[config.mk]
export PLATFORM = sky130hd
export DESIGN_NAME = lsu_mem_req
export DESIGN_NICKNAME = d
export VERILOG_FILES = /design/src/rtl/lsu_mem_req.sv
export SDC_FILE = /design/constraint.sdc
export NUM_CORES = 1
export LEC_CHECK = 0
export ABC_CLOCK_PERIOD_IN_PS = 24400
export CORE_ASPECT_RATIO = 0.75
export CORE_MARGIN = 1
export CORE_UTILIZATION = 54
export DETAILED_ROUTE_END_ITERATION = 7
export PLACE_DENSITY_LB_ADDON = 0.3
export SYNTH_ARGS = -nofsm -noshare
export SYNTH_HDL_FRONTEND = slang
export SYNTH_SLANG_ARGS = --single-unit
[constraint.sdc]
create_clock -name clock -period 24.4 [get_ports clock]
set_clock_uncertainty 0.15 [all_clocks]
set_input_delay 7.32 -clock clock [delete_from_list [all_inputs] [get_ports clock]]
set_output_delay 7.32 -clock clock [all_outputs]
set_load 0.02 [all_outputs]
[src/rtl/lsu_mem_req.sv]
// rtl/lsu_mem_req.sv - load/store request sequencer driving a single-cycle memory strobe
// Optional feature macro: LSU_MISALIGN_TRAP_EN (misaligned requests return a trap response)
module lsu_mem_req #(
    parameter int LATENCY = 1
) (
    input  logic        clock,
    input  logic        reset,
    input  logic        req_valid,
    output logic        req_ready,
    input  logic        req_wen,
    input  logic [63:0] req_addr,
    input  logic [1:0]  req_size,
    input  logic        req_unsigned,
    input  logic [63:0] req_wdata,
    output logic        resp_valid,
    input  logic        resp_ready,
    output logic [63:0] resp_rdata,
    output logic        resp_misalign,
    output logic        mem_ren,
    output logic        mem_wen,
    output logic [63:0] mem_addr,
    input  logic [63:0] mem_rdata,
    output logic [7:0]  mem_wmask,
    output logic [63:0] mem_wdata
);
    typedef enum logic [1:0] {IDLE, WAIT, ACCESS, RESP} state_t;
    localparam logic [3:0] CNT_INIT = (LATENCY > 0) ? 4'(LATENCY - 1) : 4'd0;

    state_t      state, state_nxt;
    logic [3:0]  cnt;
    logic        r_wen, r_unsigned;
    logic [1:0]  r_size;
    logic [63:0] r_addr, r_wdata;

    logic        accept, trap;
    logic [2:0]  size_mask;
    logic [63:0] req_addr_al;
    logic        s_wen;
    logic [1:0]  s_size;
    logic [63:0] s_addr, s_wdata;
    logic [7:0]  s_bytes;
    logic [63:0] ld_shift, ld_ext;

    assign req_ready  = (state == IDLE);
    assign resp_valid = (state == RESP);
    assign accept     = req_valid && req_ready;

    always_comb begin
        size_mask = 3'b000;
        case (req_size)
            2'd1:    size_mask = 3'b001;
            2'd2:    size_mask = 3'b011;
            2'd3:    size_mask = 3'b111;
            default: size_mask = 3'b000;
        endcase
    end

    // Offset is forced to size alignment so an access can never straddle a word
    assign req_addr_al = {req_addr[63:3], req_addr[2:0] & ~size_mask};

`ifdef LSU_MISALIGN_TRAP_EN
    assign trap = (req_addr[2:0] & size_mask) != 3'b000;
`else
    assign trap = 1'b0;
`endif

    always_comb begin
        state_nxt = state;
        case (state)
            IDLE: begin
                if (accept) begin
                    if (trap)              state_nxt = RESP;
                    else if (LATENCY == 0) state_nxt = ACCESS;
                    else                   state_nxt = WAIT;
                end
            end
            WAIT:    if (cnt == 4'd0) state_nxt = ACCESS;
            ACCESS:  state_nxt = RESP;
            RESP:    if (resp_ready) state_nxt = IDLE;
            default: state_nxt = IDLE;
        endcase
    end

    // A zero-latency accept loads the strobe registers straight from the request port
    always_comb begin
        if (state == IDLE) begin
            s_wen   = req_wen;
            s_size  = req_size;
            s_addr  = req_addr_al;
            s_wdata = req_wdata;
        end else begin
            s_wen   = r_wen;
            s_size  = r_size;
            s_addr  = r_addr;
            s_wdata = r_wdata;
        end
        case (s_size)
            2'd0:    s_bytes = 8'h01;
            2'd1:    s_bytes = 8'h03;
            2'd2:    s_bytes = 8'h0F;
            default: s_bytes = 8'hFF;
        endcase
    end

    always_comb begin
        ld_shift = mem_rdata >> {r_addr[2:0], 3'b000};
        case (r_size)
            2'd0:    ld_ext = r_unsigned ? {56'd0, ld_shift[7:0]}  : {{56{ld_shift[7]}},  ld_shift[7:0]};
            2'd1:    ld_ext = r_unsigned ? {48'd0, ld_shift[15:0]} : {{48{ld_shift[15]}}, ld_shift[15:0]};
            2'd2:    ld_ext = r_unsigned ? {32'd0, ld_shift[31:0]} : {{32{ld_shift[31]}}, ld_shift[31:0]};
            default: ld_ext = ld_shift;
        endcase
    end

    always_ff @(posedge clock or posedge reset) begin
        if (reset) begin
            state         <= IDLE;
            cnt           <= 4'd0;
            r_wen         <= 1'b0;
            r_unsigned    <= 1'b0;
            r_size        <= 2'd0;
            r_addr        <= 64'd0;
            r_wdata       <= 64'd0;
            resp_rdata    <= 64'd0;
            resp_misalign <= 1'b0;
            mem_ren       <= 1'b0;
            mem_wen       <= 1'b0;
            mem_addr      <= 64'd0;
            mem_wmask     <= 8'd0;
            mem_wdata     <= 64'd0;
        end else begin
            state <= state_nxt;
            if (accept) begin
                r_wen      <= req_wen;
                r_unsigned <= req_unsigned;
                r_size     <= req_size;
                r_addr     <= req_addr_al;
                r_wdata    <= req_wdata;
                cnt        <= CNT_INIT;
            end else if (state == WAIT && cnt != 4'd0) begin
                cnt <= cnt - 4'd1;
            end
            if (state_nxt == ACCESS) begin
                mem_ren   <= ~s_wen;
                mem_wen   <= s_wen;
                mem_addr  <= {s_addr[63:3], 3'b000};
                mem_wmask <= s_wen ? (s_bytes << s_addr[2:0]) : 8'h00;
                mem_wdata <= s_wen ? (s_wdata << {s_addr[2:0], 3'b000}) : 64'd0;
            end else begin
                mem_ren   <= 1'b0;
                mem_wen   <= 1'b0;
                mem_addr  <= 64'd0;
                mem_wmask <= 8'd0;
                mem_wdata <= 64'd0;
            end
            if (state == ACCESS) begin
                resp_rdata    <= r_wen ? 64'd0 : ld_ext;
                resp_misalign <= 1'b0;
            end else if (accept && trap) begin
                resp_rdata    <= 64'd0;
                resp_misalign <= 1'b1;
            end
        end
    end
endmodule

# Yosys cells after proc, flatten, opt, wreduce, memory -nomap -nowiden
# Cells that the tools add are included.
# op_classes
addsub,1
n_eq_ne,11
shift,3
mux,24
bitwise,3
reduce_logical,8
# ops
op,count
64-bit 2-to-1 mux,9
64-bit one-hot mux with 3 select lines,1
64-bit by 6-bit left shift with 64-bit output,1
64-bit by 6-bit right shift with 64-bit output,1
8-bit one-hot mux with 3 select lines,1
8-bit 2-to-1 mux,2
"2-bit equality test, second input constant",7
3-bit one-hot mux with 3 select lines,1
"2-bit by 1-bit equality test with 1-bit output, second input constant",4
2-bit 2-to-1 mux,4
4-bit 2-to-1 mux,2
2-bit one-hot mux with 4 select lines,1
8-bit by 3-bit left shift with 8-bit output,1
2-bit zero test,3
4-bit zero test,1
4-bit nonzero test,1
"4-bit by 1-bit subtractor with 4-bit output, second input constant",1
3-bit bitwise AND,1
1-bit 2-to-1 mux,3
3-bit NOT,1
1-bit logical AND,2
2-bit nonzero test,1
1-bit NOT,1
# word_totals
reg_bits,340
word_cells,63

# Longest topological paths before layout
# Gate-level depths: netlist of the first run.
# logic_depth
ltp_word,8
ltp_mapped,10
ltp_nobuf,7

# Least setup slack after synthesis of the first run
# OpenSTA, ideal clock, no wires.
# synth_path
kind,register to output
from,register state[0]
to,output port req_ready
t_arrival_ns,1.532
path_slack_ns,15.398
stages_incl_launch_ff,7
n_path_buf,4
cell_sequence,dfrtp_1 -> buf_6 -> or2_1 -> buf_6 -> inv_8 -> buf_2 -> buf_1
# synth_via
elab_chain_len,1
# synth_lines
item,line_no,rtl
start: declaration,29,"state_t state, state_nxt;"
start signal: assignment,132,state <= state_nxt;
2-bit zero test,44,assign req_ready = (state == IDLE);
end: declaration,9,"output logic req_ready,"
# No other way between the ends.

# Final worst setup path of the first run
# Ends and elaborated chain as after synthesis.

==> flow_summary.toml, run 1 <==
[setup_path]
setup.worst_path.start_class = "flop"
worst-setup-path-type = "reg2out"
r2r_setup_slk_ns = 20.21
critPathCaptureType = "output pin"
worst-endpoint-arrival_ns = 2.94
worstPathMaxFanout = 60
critical_path_data_required_time_ns = 16.93

[status]
run_status = "finished, final reports clean"

[global_route]
grt_pass1_vias = 13110
wire_length_of_the_first_global_routing_pass_mm = 78.07
grt.overflow.total = 0
antenna_found_initial = 4
groute.usage.overall_pct = 32.73
grt_max_degree = 183

[routing]
route.detailed.drc = 0
route.vias.total = 13310
detail_route.wl_per_cell_um = 23.10
drt_iter0_markers = 1355
detailed_router_iteration_count_before_antenna_repair = 5
ant_nets = 0
route.final.wire_length_mm = 51.36
drt-vias-per-instance = 5.987

[final_layout]
area_delta_synth_final_pct = 30.99
layout_common_cells = "sky130_fd_sc_hd__clkdlybuf4s50_1, sky130_fd_sc_hd__dfrtp_1, sky130_fd_sc_hd__nand2_1"
post_layout_nets = 1998
finish.instance_area_um2 = 21640
layout_commonest_cell = "sky130_fd_sc_hd__clkdlybuf4s50_1"
layout-drive-gt1-share_pct = 15.05

[placed_design]
detailedPlacementHpwl_mm = 35.61
place_congestion = 0.9384
dpl-instance-area_um2 = 20500
io_buffers = 400

[power_and_ir_drop]
p_per_area_nw_per_um2 = 137.3
switching_share_pct = 42.22
switchingPower_mw = 1.254
power.share.sequential_pct = 30.9
ir_worst_vdd_mv = 0.08971
combinational_group_share_of_total_power_pct = 51.3
static-leakage-power_nw = 9.173
cell_internal_pwr_mw = 1.716
power_frac_clock_pct = 17.8

[clock_tree]
htreeDepth = 2
cts_buffers = 36
ctsLongestPathBuffers = 3
post_cts.repair.setup_buffers = 0
hold_buffers = 0
ctsResizeCount = 0
clkLatencyLatePin_ns = 0.52
clock_tree_from_tritoncts = "done"
clk_transition_reported_paths_ns = 0.06
clock_net_sink_count = 337
clock-root-buffer = "sky130_fd_sc_hd__clkbuf_16"

[sta]
report.final.setup_viol = 0
timing.fmax_ghz = 0.09607
worst_max_slew_margin_expressed_relative_to_the_limit_pct = 23.70
final-max-slew-violation-count = 0
timing.final.hold_violations = 0
timing.hold.ws_ns = 0.3223
final_period_minus_worst_setup_slack_ns = 10.41
worst_pin_slew_ns = 1.145
setup-tns-final_ns = 0
grt_setup_unrepaired = "no"
min_period_over_period_pct = 42.66

[synth]
yosysUniqueCellTypes = 63
synth_cells = 1460
synth-edff-count = 0
async_reset_ff_share_pct = 100.0
synth-seq-area-share_pct = 51.06
synth_top_flop_cell = "sky130_fd_sc_hd__dfrtp_1"
netlist_area_um2 = 16520
yosys_warnings = 0
syn_avg_cell_area_um2 = 11.31
ys_ff_latch = 337

[floorplanning]
floorplan.rows = 55
floorplan.io_pins = 405
initial_core_util_pct = 54.80
dieArea_um2 = 31300
chipWidth_um = 203.9
core_area_um2 = 30140
fp.dieH_um = 153.5

[flow_run]
number_of_violations_of_the_max_capacitance_limit = 0

[hold_path]
holdCritPathClass = "reg2reg"
-- kinds of logic after synthesis --
family | synth area share, %
simple gates | 11.65
flops | 51.06
compound gates | 12.21
mux | 20.41
buf+inv | 4.416
xor+xnor | 0.1591
fa+ha+maj | 0.07574
other cells | 0.02270
-- power groups by stage --
stage	sequential (mW)	clock, mW	combinational (mW)
CTS	0.916	0.537	1.50
finish	0.917	0.528	1.52
global route	0.941	0.558	1.62
global placement	0.911	0	1.46
detailed placement	0.922	0	1.49
floorplan	0.995	0	0.904
-- path summary, 6_finish.rpt --
| path | endpoint | from | cells past startpoint |
|---|---|---|---|
| max | req_ready | state[0] | 4 |
| min | resp_rdata[15] | resp_rdata[15] | 2 |
| max reg2reg | r_wdata[22] | state[0] | 6 |
| min reg2reg | resp_rdata[15] | resp_rdata[15] | 2 |
| max in group asynchronous | r_addr[0] | reset | 3 |
| min in group asynchronous | mem_addr[11] | reset | 2 |
-- cell usage after synthesis (all sizes together), types with 2 or more instances --
master / n / area, um^2
o22ai: 44 / 281.5
buf: 80 / 534.3
mux4: 14 / 315.3
o221a: 8 / 90.09
o221ai: 8 / 70.07
o2bb2ai: 8 / 70.07
nor2b: 24 / 150.1
a22o: 2 / 17.52
nand2b: 15 / 93.84
nand3: 22 / 120.1
a31oi: 2 / 12.51
a21boi: 2 / 26.28
o21ai: 60 / 304.0
and2: 67 / 419.2
nor2: 68 / 255.2
o311ai: 8 / 70.07
and3: 9 / 56.30
mux2i: 125 / 1276
mux2: 157 / 1779
inv: 10 / 45.04
nand2: 165 / 619.3
o31ai: 16 / 185.2
a221o: 16 / 160.2
xor2: 2 / 17.52
o211ai: 3 / 22.52
nor3: 18 / 112.6
dfrtp: 337 / 8433
clkbuf: 40 / 150.1
a21oi: 82 / 410.4
or2: 2 / 12.51
nor3b: 2 / 20.02
a211oi: 28 / 210.2
-- through the flow --
stage	setup WS [ns]	std cells	utilization, %	power, mW
floorplan	7.592	1463	-	1.898
global placement	14.25	2158	68.02	2.368
detailed placement	14.18	2158	68.02	2.412
CTS	13.95	2220	71.76	2.952
global route	13.82	2223	71.78	3.117
finish	13.99	2223	71.78	2.970
-- cell type report --
type,instances,area [um^2]
fillers,2129,8506
flip-flops and latches,337,8438
multi-input cells,996,7377
repair buffers,416,4136
clock buffers,48,1006
well taps,399,499.2
clock inverters,14,118.9
inverters,10,52.55
diodes,3,7.507
-- layer usage --
metal  track usage (%)  wire (um)  up-vias
met1             47.31      21710     6554
met2             45.59      21730      757
met5                 0          8        -
met4             10.80       1414        2
li1                  -          -     5894
met3             11.62       6495      103
-- sequential cells by signal, indices dropped and copies added (netlist names) --
name / flops
cnt: 4
mem_addr: 61
mem_wmask: 8
mem_ren: 1
r_addr: 64
r_wen: 1
mem_wdata: 64
state: 2
mem_wen: 1
r_unsigned: 1
r_wdata: 64
resp_rdata: 64
r_size: 2
-- critical path, cell delays in order, from the launching register on --
cell and delay [ns]:
sky130_fd_sc_hd__dfrtp_1 0.52, sky130_fd_sc_hd__or2_2 0.17, sky130_fd_sc_hd__buf_4 0.68, sky130_fd_sc_hd__inv_8 0.35, sky130_fd_sc_hd__clkdlybuf4s50_1 0.66
No activity file was read; power rests on OpenSTA's default activity.
==> run 2, diff against run 1 <==
- ABC_CLOCK_PERIOD_IN_PS: 24400 -> 10100
- CORE_UTILIZATION: 54 -> 50
- clock period: 24.4 -> 10.1 ns (I/O delays scaled with it)
==> run 2 against run 1 <==
First-iteration DRC count grew 1.7%. Die area grew 7.9%. Total power rose by 150%. Register-to-register slack worse by 14 ns. Routed wire length is 4.6% higher. Combinational power is 140% higher. Largest power group unchanged.
==> flow_summary.toml, run 2 (synthesis results as in run 1) <==
[flow_run]
number_of_violations_of_the_max_capacitance_limit = 0

[sta]
min_period_over_period_pct = 60.77
final_period_minus_worst_setup_slack_ns = 6.138
report.final.setup_viol = 0
timing.fmax_ghz = 0.1629
grt_setup_unrepaired = "no"
worst_max_slew_margin_expressed_relative_to_the_limit_pct = 19.50
post-route-worst-setup-slack_ns = 3.962
setup-tns-final_ns = 0
worst_pin_slew_ns = 1.208
timing.final.hold_violations = 0
final-max-slew-violation-count = 0

[clock_tree]
clock_net_sink_count = 337
ctsResizeCount = 0
hold_buffers = 0
clock_tree_from_tritoncts = "done"
clkLatencyLatePin_ns = 0.53
post_cts.repair.setup_buffers = 0
cts_buffers = 37
clock-root-buffer = "sky130_fd_sc_hd__clkbuf_16"
htreeDepth = 2
ctsLongestPathBuffers = 3
clk_transition_reported_paths_ns = 0.06

[setup_path]
cp_num_buf_inv = 3
setup.worst_path.start = "state[0]"
reg2regPathDepth = 6
worstReg2RegStart = "state[0]"
setup.worst_path.start_class = "flop"
slowest_delay_ns = 0.73
r2r_setup_slk_ns = 5.84
worst_path_dominant_cell_family = "buffers and inverters"
worst-setup-path-type = "reg2out"
cp_cell_sequence = "or2_2, buf_4, inv_8, clkdlybuf4s50_1"
crit_path_top_delay_cell = "sky130_fd_sc_hd__buf_4"
critPathCaptureType = "output pin"
critPathCapture = "req_ready"
worstPathMaxFanout = 60
critical_path_cell_count = 4
critical_path.reg2reg.endpoint = "r_wdata[3]"
critical_path_data_required_time_ns = 6.92
worst-endpoint-arrival_ns = 2.96

[power_and_ir_drop]
p_per_area_nw_per_um2 = 335.8
static-leakage-power_nw = 9.229
ir_worst_vdd_mv = 0.1890

[floorplanning]
dieArea_um2 = 33770
fp.dieH_um = 159.4
chipWidth_um = 211.9
floorplan.io_pins = 405
core_area_um2 = 32450
floorplan.rows = 57
initial_core_util_pct = 50.90

[routing]
route.detailed.drc = 0
route.vias.total = 13480
route.final.wire_length_mm = 53.72
detailed_router_iteration_count_before_antenna_repair = 5
drt-vias-per-instance = 5.940
drt_iter0_markers = 1378
ant_nets = 0
detail_route.wl_per_cell_um = 23.66

[placed_design]
place_congestion = 0.9687
io_buffers = 400
detailedPlacementHpwl_mm = 37.40
pre_cts_ws_ns = 4.113

[hold_path]
holdCritPathClass = "reg2reg"

[global_route]
grt_pass1_vias = 13340
grt.overflow.total = 0
groute.usage.overall_pct = 32.07
grt_max_degree = 89
wire_length_of_the_first_global_routing_pass_mm = 82.13
antenna_found_initial = 6

[final_layout]
post_layout_nets = 2000
layout-drive-gt1-share_pct = 15.41
layout_commonest_cell = "sky130_fd_sc_hd__clkdlybuf4s50_1"
layout_common_cells = "sky130_fd_sc_hd__clkdlybuf4s50_1, sky130_fd_sc_hd__dfrtp_1, sky130_fd_sc_hd__nand2_1"
area_delta_synth_final_pct = 32.07

[status]
run_status = "finished, final reports clean"
[run 2: worst min path at each step]
stage                     from            to  slack [ns]  cells past startpoint
floorplan            r_addr[3]   mem_addr[3]        0.30                      1
global placement    r_addr[27]  mem_addr[27]        0.31                      1
detailed placement  r_addr[26]  mem_addr[26]        0.31                      1
CTS                 r_addr[46]  mem_addr[46]        0.32                      1
global route        r_addr[30]  mem_addr[30]        0.34                      1
finish              r_addr[30]  mem_addr[30]        0.32                      1
[run 2: metrics by stage]
| step | instance area, um^2 | cells | power, mW | hold WS (ns) | utilization (%) |
|---|---|---|---|---|---|
| detailed placement | 20550 | 2202 | 5.854 | 0.3124 | 63.33 |
| finish | 21810 | 2270 | 7.325 | 0.3219 | 67.22 |
| CTS | 21800 | 2266 | 7.287 | 0.3169 | 67.19 |
| global placement | 20550 | 2202 | 5.751 | 0.3054 | 63.33 |
| floorplan | 16530 | 1463 | 4.587 | 0.2955 | - |
| global route | 21810 | 2267 | 7.689 | 0.3388 | 67.20 |
[run 2: power breakdown]
part	switching [mW]	internal (mW)	leakage, nW
clock network	0.567	0.833	0.620
logic	2.13	1.54	4.29
registers	0.376	1.88	4.32
total	3.08	4.25	9.23
[run 2: per-layer routing]
layer	global-route usage (%)	up-vias	share of wire, %
li1	-	5904	-
met1	47.01	6760	43
met2	46.34	742	43
met3	10.28	73	12
met4	6.983	4	1.8
met5	0	-	0.052
[run 2: final cells by class]
| type | instances | area [um^2] |
|---|---|---|
| inverters | 10 | 48.80 |
| clock inverters | 14 | 167.7 |
| fillers | 2479 | 10640 |
| flip-flops and latches | 337 | 8439 |
| diodes | 4 | 10.01 |
| multi-input cells | 996 | 7377 |
| repair buffers | 417 | 4131 |
| clock buffers | 50 | 1086 |
| well taps | 442 | 553.0 |
